## src/rtl/m_axi_burst_writer_if.sv

```systemverilog
// ---------------------------------------------------------------------------
// m_axi_burst_writer_if : AXI3 write-channel bundle (AW, W, B)
// Rev 1.0
// ---------------------------------------------------------------------------
`default_nettype none

interface m_axi_burst_writer_if #(
  parameter int ADDR_WIDTH = 64,
  parameter int DATA_WIDTH = 32
);
  logic [3:0]              awid;
  logic [ADDR_WIDTH-1:0]   awaddr;
  logic [3:0]              awlen;
  logic [2:0]              awsize;
  logic [1:0]              awburst;
  logic                    awvalid;
  logic                    awready;
  logic [3:0]              wid;
  logic [DATA_WIDTH-1:0]   wdata;
  logic [DATA_WIDTH/8-1:0] wstrb;
  logic                    wlast;
  logic                    wvalid;
  logic                    wready;
  logic [3:0]              bid;
  logic [1:0]              bresp;
  logic                    bvalid;
  logic                    bready;

  modport master (
    output awid, awaddr, awlen, awsize, awburst, awvalid,
    input  awready,
    output wid, wdata, wstrb, wlast, wvalid,
    input  wready,
    input  bid, bresp, bvalid,
    output bready
  );

  modport slave (
    input  awid, awaddr, awlen, awsize, awburst, awvalid,
    output awready,
    input  wid, wdata, wstrb, wlast, wvalid,
    output wready,
    output bid, bresp, bvalid,
    input  bready
  );
endinterface

`default_nettype wire

```

## src/rtl/m_axi_burst_writer.sv

```systemverilog
// ---------------------------------------------------------------------------
// m_axi_burst_writer : snapshots NUM_WORDS words and writes them as INCR bursts
// Optional macro M_AXI_BURST_RETRY_EN reissues failed bursts up to MAX_RETRY.
// Rev 1.0
// ---------------------------------------------------------------------------
`default_nettype none

module m_axi_burst_writer #(
  parameter int DATA_WIDTH = 32,
  parameter int ADDR_WIDTH = 64,
  parameter int NUM_WORDS  = 6,
  parameter int MAX_BURST  = 4,
  parameter int AXI_ID     = 0,
  parameter int MAX_RETRY  = 2
) (
  input  wire logic                            clk,
  input  wire logic                            areset,
  input  wire logic                            start_i,
  input  wire logic [ADDR_WIDTH-1:0]           base_addr_i,
  input  wire logic [NUM_WORDS*DATA_WIDTH-1:0] words_i,
  output logic [2:0]                           status_o,
  output logic                                 done_o,
  m_axi_burst_writer_if.master                 axi
);

  localparam int c_IW   = $clog2(NUM_WORDS + 1);
  localparam int c_SIZE = $clog2(DATA_WIDTH / 8);
  localparam logic [7:0] c_MAX_RETRY = 8'(MAX_RETRY);

  typedef enum logic [1:0] {S_IDLE, S_ADDR, S_DATA, S_RESP} state_t;

  state_t                          r_state, w_next;
  logic [NUM_WORDS*DATA_WIDTH-1:0] r_snap;
  logic [ADDR_WIDTH-1:0]           r_addr;
  logic [c_IW-1:0]                 r_idx;
  logic [3:0]                      r_beat;
  logic [3:0]                      r_awlen;
  logic                            r_err, r_done, r_done_pulse;

  logic                  w_aw_hs, w_w_hs, w_b_hs, w_b_ok, w_last_beat, w_all_sent, w_can_retry;
  logic [c_IW-1:0]       w_idx_nxt;
  logic [ADDR_WIDTH-1:0] w_step;
  logic [31:0]           w_off;

  // Length of the burst that starts at word idx: remainder capped at MAX_BURST
  function automatic logic [3:0] f_len(input logic [c_IW-1:0] idx);
    int rem;
    rem = NUM_WORDS - int'(idx);
    if (rem > MAX_BURST) return 4'(MAX_BURST - 1);
    return 4'(rem - 1);
  endfunction

  assign w_aw_hs     = (r_state == S_ADDR) && axi.awready;
  assign w_w_hs      = (r_state == S_DATA) && axi.wready;
  assign w_b_hs      = (r_state == S_RESP) && axi.bvalid;
  assign w_b_ok      = (axi.bresp == 2'b00);
  assign w_last_beat = (r_beat == r_awlen);
  assign w_idx_nxt   = r_idx + c_IW'(5'(r_awlen) + 5'd1);
  assign w_all_sent  = int'(w_idx_nxt) >= NUM_WORDS;
  assign w_step      = ADDR_WIDTH'(5'(r_awlen) + 5'd1) << c_SIZE;
  assign w_off       = (32'(r_idx) + 32'(r_beat)) * 32'(DATA_WIDTH);

`ifdef M_AXI_BURST_RETRY_EN
  logic [7:0] r_retry;
  logic       w_unused_cfg;
  assign w_can_retry  = (r_retry < c_MAX_RETRY);
  assign w_unused_cfg = ^axi.bid;
`else
  logic w_unused_cfg;
  assign w_can_retry  = 1'b0;
  assign w_unused_cfg = ^{axi.bid, c_MAX_RETRY};
`endif

  always_comb begin
    w_next = r_state;
    case (r_state)
      S_IDLE: if (start_i) w_next = S_ADDR;
      S_ADDR: if (w_aw_hs) w_next = S_DATA;
      S_DATA: if (w_w_hs && w_last_beat) w_next = S_RESP;
      S_RESP: begin
        if (w_b_hs) begin
          if (w_b_ok)           w_next = w_all_sent ? S_IDLE : S_ADDR;
          else if (w_can_retry) w_next = S_ADDR;
          else                  w_next = S_IDLE;
        end
      end
      default: w_next = S_IDLE;
    endcase
  end

  always_ff @(posedge clk) begin
    if (areset) begin
      r_state      <= S_IDLE;
      r_snap       <= '0;
      r_addr       <= '0;
      r_idx        <= '0;
      r_beat       <= '0;
      r_awlen      <= '0;
      r_err        <= 1'b0;
      r_done       <= 1'b0;
      r_done_pulse <= 1'b0;
`ifdef M_AXI_BURST_RETRY_EN
      r_retry      <= '0;
`endif
    end else begin
      r_state      <= w_next;
      r_done_pulse <= 1'b0;
      case (r_state)
        S_IDLE: begin
          if (start_i) begin
            r_snap  <= words_i;
            r_addr  <= base_addr_i;
            r_idx   <= '0;
            r_beat  <= '0;
            r_awlen <= f_len('0);
            r_err   <= 1'b0;
            r_done  <= 1'b0;
`ifdef M_AXI_BURST_RETRY_EN
            r_retry <= '0;
`endif
          end
        end
        S_DATA: begin
          if (w_w_hs) r_beat <= w_last_beat ? 4'd0 : r_beat + 4'd1;
        end
        S_RESP: begin
          if (w_b_hs) begin
            if (w_b_ok) begin
              r_addr  <= r_addr + w_step;
              r_idx   <= w_idx_nxt;
              r_awlen <= w_all_sent ? r_awlen : f_len(w_idx_nxt);
`ifdef M_AXI_BURST_RETRY_EN
              r_retry <= '0;
`endif
              if (w_all_sent) begin
                r_done       <= 1'b1;
                r_done_pulse <= 1'b1;
              end
            end else if (w_can_retry) begin
`ifdef M_AXI_BURST_RETRY_EN
              r_retry <= r_retry + 8'd1;
`endif
            end else begin
              r_err        <= 1'b1;
              r_done       <= 1'b1;
              r_done_pulse <= 1'b1;
            end
          end
        end
        default: ;
      endcase
    end
  end

  assign axi.awid    = 4'(AXI_ID);
  assign axi.awaddr  = r_addr;
  assign axi.awlen   = r_awlen;
  assign axi.awsize  = 3'(c_SIZE);
  assign axi.awburst = 2'b01;
  assign axi.awvalid = (r_state == S_ADDR);
  assign axi.wid     = 4'(AXI_ID);
  assign axi.wdata   = r_snap[w_off +: DATA_WIDTH];
  assign axi.wstrb   = '1;
  assign axi.wlast   = (r_state == S_DATA) && w_last_beat;
  assign axi.wvalid  = (r_state == S_DATA);
  assign axi.bready  = (r_state == S_RESP);

  assign status_o = {r_err, r_done, r_state != S_IDLE};
  assign done_o   = r_done_pulse;

endmodule

`default_nettype wire

```

## src/flat_wrapper.sv

```systemverilog
// flat-port wrapper written by rule: the top's interface ports become plain ports
module m_axi_burst_writer_flat 
#(
  parameter int DATA_WIDTH = 32,
  parameter int ADDR_WIDTH = 64,
  parameter int NUM_WORDS  = 6,
  parameter int MAX_BURST  = 4,
  parameter int AXI_ID     = 0,
  parameter int MAX_RETRY  = 2
)
  (clk, areset, start_i, base_addr_i, words_i, status_o, done_o, axi_awid, axi_awaddr, axi_awlen, axi_awsize, axi_awburst, axi_awvalid, axi_awready, axi_wid, axi_wdata, axi_wstrb, axi_wlast, axi_wvalid, axi_wready, axi_bid, axi_bresp, axi_bvalid, axi_bready);
  m_axi_burst_writer_if #(.ADDR_WIDTH(ADDR_WIDTH), .DATA_WIDTH(DATA_WIDTH)) axi_i ();
  input  wire logic clk;
  input  wire logic areset;
  input  wire logic start_i;
  input  wire logic [ADDR_WIDTH-1:0] base_addr_i;
  input  wire logic [NUM_WORDS*DATA_WIDTH-1:0] words_i;
  output logic [2:0] status_o;
  output logic done_o;
  output wire logic [$bits(axi_i.awid)-1:0] axi_awid;
  output wire logic [$bits(axi_i.awaddr)-1:0] axi_awaddr;
  output wire logic [$bits(axi_i.awlen)-1:0] axi_awlen;
  output wire logic [$bits(axi_i.awsize)-1:0] axi_awsize;
  output wire logic [$bits(axi_i.awburst)-1:0] axi_awburst;
  output wire logic [$bits(axi_i.awvalid)-1:0] axi_awvalid;
  input wire logic [$bits(axi_i.awready)-1:0] axi_awready;
  output wire logic [$bits(axi_i.wid)-1:0] axi_wid;
  output wire logic [$bits(axi_i.wdata)-1:0] axi_wdata;
  output wire logic [$bits(axi_i.wstrb)-1:0] axi_wstrb;
  output wire logic [$bits(axi_i.wlast)-1:0] axi_wlast;
  output wire logic [$bits(axi_i.wvalid)-1:0] axi_wvalid;
  input wire logic [$bits(axi_i.wready)-1:0] axi_wready;
  input wire logic [$bits(axi_i.bid)-1:0] axi_bid;
  input wire logic [$bits(axi_i.bresp)-1:0] axi_bresp;
  input wire logic [$bits(axi_i.bvalid)-1:0] axi_bvalid;
  output wire logic [$bits(axi_i.bready)-1:0] axi_bready;
  assign axi_awid = axi_i.awid;
  assign axi_awaddr = axi_i.awaddr;
  assign axi_awlen = axi_i.awlen;
  assign axi_awsize = axi_i.awsize;
  assign axi_awburst = axi_i.awburst;
  assign axi_awvalid = axi_i.awvalid;
  assign axi_i.awready = axi_awready;
  assign axi_wid = axi_i.wid;
  assign axi_wdata = axi_i.wdata;
  assign axi_wstrb = axi_i.wstrb;
  assign axi_wlast = axi_i.wlast;
  assign axi_wvalid = axi_i.wvalid;
  assign axi_i.wready = axi_wready;
  assign axi_i.bid = axi_bid;
  assign axi_i.bresp = axi_bresp;
  assign axi_i.bvalid = axi_bvalid;
  assign axi_bready = axi_i.bready;
  m_axi_burst_writer #(.DATA_WIDTH(DATA_WIDTH), .ADDR_WIDTH(ADDR_WIDTH), .NUM_WORDS(NUM_WORDS), .MAX_BURST(MAX_BURST), .AXI_ID(AXI_ID), .MAX_RETRY(MAX_RETRY)) u_core (.clk(clk), .areset(areset), .start_i(start_i), .base_addr_i(base_addr_i), .words_i(words_i), .status_o(status_o), .done_o(done_o), .axi(axi_i));
endmodule
```

## config.mk

```make
export PLATFORM = sky130hd
export DESIGN_NAME = m_axi_burst_writer_flat
export DESIGN_NICKNAME = d
export VERILOG_FILES = /design/src/rtl/m_axi_burst_writer_if.sv /design/src/rtl/m_axi_burst_writer.sv /design/src/flat_wrapper.sv
export SDC_FILE = /design/constraint.sdc
export NUM_CORES = 1
export LEC_CHECK = 0
export BUFFER_PORTS_ARGS = -buffer_cell sky130_fd_sc_hd__buf_2
export CAP_MARGIN = 20
export CORE_MARGIN = 2
export CORE_UTILIZATION = 50
export CTS_BUF_LIST = sky130_fd_sc_hd__clkbuf_4 sky130_fd_sc_hd__clkbuf_8
export DETAILED_ROUTE_END_ITERATION = 16
export GPL_TIMING_DRIVEN = 1
export PLACE_DENSITY = 0.77
export SYNTH_ARGS = -nofsm -noshare
export SYNTH_HDL_FRONTEND = slang
export SYNTH_SLANG_ARGS = --single-unit
export TNS_END_PERCENT = 50
```

## constraint.sdc

```tcl
create_clock -name clk -period 7.4 [get_ports clk]
set_clock_uncertainty 0.15 [all_clocks]
set_input_delay 1.48 -clock clk [delete_from_list [all_inputs] [get_ports clk]]
set_output_delay 1.48 -clock clk [all_outputs]
set_load 0.03 [all_outputs]
```

==> impl_metrics.yaml, run 1 <==
finish:
  nFillCells: 2406
  fin_nets: 2323
  drive_gt1_share_pct: 25.7
  area_growth_pct: 20.9
logic_synthesis:
  ys_ff_latch: 272
  synth_ff_type: "dfxtp_1"
  synthTopCellsByArea: "dfxtp_1, nand2_1, a21oi_1, mux4_2, mux2i_1"
  syn-instance-count: 1734
  synth_warnings: 0
  syn_area_per_cell_um2: 7.94
  yosys-top-cells-count: "nand2_1, dfxtp_1, a21oi_1"
  yosysMostFrequentCell: "nand2_1"
  synth_largest_area_cell: "dfxtp_1"
  ys_seq_area_share_pct: 39.5
  synthArstFlopShare_pct: 0
  synth_top_area_share_pct: 39.5
  synth_cell_types: 76
  synth-edff-count: 0
  netlist_area_um2: 13800
sta:
  timing.final.crit_period_ps: 5630
  setup_viol: 0
  max_freq_mhz: 177
  fin_crit_sh_pct: 76.1
  finalHoldViolations: 0
  max_slew.worst_pin.slew_ps: 1090
  fin_hold_ws_ps: 303
  grt_setup_unrepaired: "false"
  drv_slew: 0
  slew_headroom_pct: 27.5
  fin_tns_setup_ps: 0
route:
  drc: 0
  vias: 13900
  firstDrtPassIters: 6
  drtIter0Drc: 1284
  routed_wl_um: 45800
  avgViaCountPerCell: 5.78
  antenna_left: 0
  wl_per_cell_um: 19.0
cts:
  cts_hold_buf: 0
  cts_max_level: 2
  postCtsSetupRepairBufs: 0
  clk_latency_ps: 570
  root_buffer: "clkbuf_8"
  clock_tree.buffer_depth: 3
  cts.sinks: 272
  cts_buffers: 46
  ctsResizeCount: 0
  clkTransAtPathRegs_ps: 50
  cts_tree: "done"
critical_path:
  worstSetupEndpointType: "output pin"
  cp-start-kind: "register"
  cp_slowest_cell: "xnor2_4"
  worstPathMaxFanout: 44
  crit_chain: "ha_4 -> inv_1 -> fa_2 -> xnor2_4 -> buf_12 -> mux4_2 -> a21oi_1 -> nor2_1 -> buf_2"
  cpPeakStageDelay_ps: 800
  arrival_ps: 4000
  cp_data_required_time_ps: 5770
  path_class: "register to output pin"
global_routing:
  grtUsageTotal_pct: 30.2
  gr-total-overflow: 0
  grt_max_degree: 105
  grt_pass1_vias: 13000
  grt_pass1_wl_um: 68900
  antenna_found_initial: 9
power_and_ir_drop:
  vdd_drop_max_mv: 0.640
  powerDensity_nw_per_um2: 378
  p_leak_nw: 6.88
run:
  maxCapViolCount: 0
min_path:
  hp-class: "register to register"
placement:
  gp_congestion: 0.911
  numPortBuffers: 371
  dp_hpwl_um: 32200
floorplan:
  coreArea_um2: 27000
  die_y_um: 170
  rows: 60
  die-width_um: 170
  io_pins: 393
  fp.dieArea_um2: 28900
  initial_utilization_pct: 51.0
status:
  outcome: "finished clean"
## metal layers
metal / vias to the layer above / track usage (%) / wire, um
met5: - / 0 / 50
met4: 8 / 13.6 / 1950
met3: 124 / 9.53 / 4570
met2: 648 / 51.9 / 22000
met1: 6501 / 34.2 / 17200
li1: 6661 / - / -
## registers in the layout, indices dropped and copies added, names as in the netlist
| register | count |
|---|---|
| u_core.r_state | 2 |
| u_core.r_beat | 4 |
| u_core.r_snap | 192 |
| u_core.r_done | 1 |
| u_core.r_err | 1 |
| u_core.done_o | 1 |
| u_core.axi.awlen | 4 |
| u_core.axi.awaddr | 64 |
| u_core.r_idx | 3 |
## cell usage in the layout, fill, tap and decap left out, types with 15 or more instances in the layout
| master | count |
|---|---|
| buf_2 | 370 |
| clkbuf_8 | 55 |
| inv_1 | 26 |
| o22ai_1 | 26 |
| dfxtp_1 | 272 |
| a22oi_1 | 34 |
| conb_1 | 17 |
| clkbuf_4 | 20 |
| nand2_1 | 438 |
| nor3_1 | 49 |
| nand4_1 | 21 |
| a211oi_1 | 15 |
| a21oi_1 | 256 |
| mux2i_1 | 65 |
| ha_1 | 18 |
| nor2_1 | 114 |
| mux4_2 | 32 |
| and3_1 | 17 |
| nand3_1 | 30 |
| o21ai_0 | 19 |
## worst max-delay path: cells and delay by family (launching register included)
kind | cells | cell delay [ps]
mux | 1 | 620
fa+ha+maj | 2 | 570
xor+xnor | 1 | 800
compound gates | 1 | 290
flops | 1 | 500
buf+inv | 3 | 580
simple gates | 1 | 60
## logic make-up (layout without fill, tap and decap cells)
family | after synthesis | after routing | share of synthesized area (%)
and+or+nand+nor | 730 | 730 | 23.0
AOI/OAI and AO/OA | 414 | 414 | 18.2
DFF | 272 | 272 | 39.5
buffers and inverters | 176 | 492 | 5.50
muxes | 104 | 104 | 10.5
adders and majority gates | 22 | 22 | 2.16
xor gates and xnor gates | 14 | 14 | 0.945
other | 2 | 22 | 0.0545
## layout make-up
class | count | area, um^2 | area share (%)
Multi-Input combinational cell | 1301 | 7680 | 46.2
Sequential cell | 272 | 5450 | 32.7
Timing Repair Buffer | 386 | 2020 | 12.1
Clock buffer | 74 | 893 | 5.37
Tap cell | 341 | 427 | 2.56
Inverter | 26 | 97.6 | 0.586
Clock inverter | 6 | 73.8 | 0.443
Antenna cell | 5 | 12.5 | 0.0752
## report_power, final
group          internal [mW]  switching (mW)
sequential              1.82           0.361
clock                  0.800           0.618
combinational          0.876            1.81
## worst paths after layout
kind	cells past startpoint	slack (ps)	endpoint	startpoint
max	9	1770	axi_wdata[28]	u_core.r_beat[0]
min	2	300	u_core.r_snap[70]	u_core.r_snap[70]
max reg2reg	9	3740	u_core.axi.awaddr[28]	u_core.axi.awlen[1]
min reg2reg	2	300	u_core.r_snap[70]	u_core.r_snap[70]
## per-stage QoR
step | utilization (%) | std cells | worst slack (ps) | cell area [um^2] | total power [mW]
2_1_floorplan | - | 1749 | 2850 | 13800 | 4.07
3_3_place_gp | 57.8 | 2324 | 2410 | 15600 | 4.76
3_5_place_dp | 57.8 | 2324 | 2360 | 15600 | 4.84
4_1_cts | 61.4 | 2404 | 1750 | 16600 | 6.26
5_1_grt | 61.6 | 2408 | 1520 | 16600 | 6.65
6_report | 61.6 | 2411 | 1770 | 16600 | 6.29
(Power assumes the default switching activity.)
==> run 2: changes to the inputs <==
ABC_AREA = 1   (was unset)
PLACE_DENSITY = 0.79   (was 0.77)
clock period = 5.13 ns   (was 7.4 ns; I/O delays follow)
==> impl_metrics.yaml, run 2 <==
floorplan:
  fp.dieArea_um2: 31300
  die_y_um: 177
  initial_utilization_pct: 50.6
  die-width_um: 177
  io_pins: 393
  coreArea_um2: 29500
  rows: 63
finish:
  largest_reg_flops: 192
  regMostFlops: "u_core.r_snap"
  multi_input_area_um2: 8390
  final_common_cell: "nor2_1"
  layout_common_cells: "nor2_1, nand2_1, buf_2, o21ai_0, dfxtp_1"
  fin_nets: 3009
  nFillCells: 2907
  regArea_um2: 5450
  fin_cells: 3143
  area_growth_pct: 19.0
  drive_gt1_share_pct: 18.1
logic_synthesis:
  yosysMostFrequentCell: "nor2_1"
  syn_area_per_cell_um2: 6.16
  ys_ff_latch: 272
  synthArstFlopShare_pct: 0
  yosys-top-cells-count: "nor2_1, nand2_1, o21ai_0"
  synth_cell_types: 44
  syn-instance-count: 2425
  synth_top_area_share_pct: 36.5
  netlist_area_um2: 14900
  synth_ff_type: "dfxtp_1"
  synth_largest_area_cell: "dfxtp_1"
  ys_seq_area_share_pct: 36.5
  synthTopCellsByArea: "dfxtp_1, nor2_1, nand2_1, o21ai_0, a21oi_1"
  synth_warnings: 0
  synth-edff-count: 0
power_and_ir_drop:
  powerDensity_nw_per_um2: 536
  p_leak_nw: 7.84
  seq_power_share_pct: 36.9
  p_sw_share_pct: 46.4
  power.net_switching_mw: 4.42
  internal-power_mw: 5.09
  vdd_drop_max_mv: 0.358
  clkPwrFrac_pct: 21.4
  power_frac_comb_pct: 41.7
min_path:
  hold_depth: 2
  hp-class: "register to register"
global_routing:
  grt_pass1_wl_um: 84500
  antenna_found_initial: 4
  gr-total-overflow: 0
  grtUsageTotal_pct: 34.6
  grt_max_degree: 141
  grt_pass1_vias: 15500
route:
  highest-signal-layer: "met4"
  drc: 0
  wl_met1_um: 25000
  wl_per_cell_um: 17.9
  firstDrtPassIters: 6
  dr_wl_met2_um: 24000
  route.met3.wl_um: 5020
  routed_wl_um: 56200
  vias: 17200
  avgViaCountPerCell: 5.47
  drtIter0Drc: 1699
  antenna_left: 0
placement:
  dpl.cell_count: 3061
  dp_hpwl_um: 41800
  numPortBuffers: 371
  gp_congestion: 0.973
cts:
  clkTransAtPathRegs_ps: 60
  cts_hold_buf: 0
  root_buffer: "clkbuf_8"
  ctsResizeCount: 0
  cts.sinks: 272
  cts_max_level: 2
  postCtsSetupRepairBufs: 0
  cts_buffers: 46
  clk_latency_ps: 580
  cts_tree: "done"
  clock_tree.buffer_depth: 3
sta:
  fin_crit_sh_pct: 94.2
  drv_slew: 0
  timing.final.crit_period_ps: 4830
  setup_viol: 0
  max_slew.worst_pin.slew_ps: 967
  grt_setup_unrepaired: "false"
  finalHoldViolations: 0
  max_freq_mhz: 207
  fin_tns_setup_ps: 0
  fin_hold_ws_ps: 294
  slew_headroom_pct: 35.5
critical_path:
  cp_data_required_time_ps: 3950
  worstPathMaxFanout: 30
  path_class: "register to output pin"
  worstSetupEndpointType: "output pin"
  r2r_slack_ps: 1750
  r2r_cells: 7
  cp-start-kind: "register"
  arrival_ps: 3660
run:
  maxCapViolCount: 0
status:
  outcome: "finished clean"
==> run 2: path summary, 6_finish.rpt <==
| check | from | to |
|---|---|---|
| setup / recovery | u_core.r_beat[0] | axi_wdata[3] |
| hold / removal | u_core.axi.awaddr[1] | u_core.axi.awaddr[1] |
| setup reg to reg | u_core.r_state[0] | u_core.axi.awaddr[15] |
| hold reg to reg | u_core.axi.awaddr[1] | u_core.axi.awaddr[1] |
==> run 2: critical path: stages, from the launching register on <==
cell	delay, ps
dfxtp_1	440
ha_2	220
inv_1	50
fa_1	470
xor2_4	230
inv_2	280
buf_6	300
buf_4	240
nor2_1	50
o22ai_1	220
nand2_1	80
a21oi_1	260
buf_2	260
==> run 2: per-stage QoR <==
stage,total power [mW],cell area (um^2),utilization [%],setup slack [ps]
4_1_cts,9.45,17700,60.2,232
6_report,9.51,17800,60.2,298
3_5_place_dp,7.42,16800,57.0,838
2_1_floorplan,6.14,15000,-,1490
5_1_grt,10.1,17800,60.2,81.8
3_3_place_gp,7.32,16800,57.0,891
==> run 2: cells by family after synthesis <==
| group | share of synthesized area (%) |
|---|---|
| XOR/XNOR | 1.22 |
| buffers and inverters | 7.96 |
| flip-flops | 36.5 |
| other | 0.0503 |
| AND/OR/NAND/NOR | 35.8 |
| adder cells (fa/ha/maj) | 1.99 |
| AO/OA/AOI/OAI | 16.5 |
==> run 2: final cells by class <==
cell class                      count  area share [%]
Multi-Input combinational cell   1887            47.2
Timing Repair Buffer              387            11.3
Inverter                          125            2.68
Clock inverter                      7           0.310
Clock buffer                       71            5.01
Tap cell                          390            2.75
Antenna cell                        4          0.0564
Sequential cell                   272            30.7
==> run 2: metal layers <==
| layer | vias up | track usage, % |
|---|---|---|
| met5 | - | 0 |
| met3 | 135 | 4.85 |
| met1 | 7911 | 49.9 |
| met2 | 869 | 52.2 |
| li1 | 8287 | - |
| met4 | 0 | 13.5 |
==> run 2: power groups by stage <==
stage | Sequential [mW] | Combinational [mW] | Clock, mW
global placement | 3.49 | 3.83 | 0
CTS | 3.47 | 3.93 | 2.05
finish | 3.51 | 3.97 | 2.04
floorplan | 3.66 | 2.48 | 0
global route | 3.57 | 4.36 | 2.15
detailed placement | 3.51 | 3.91 | 0
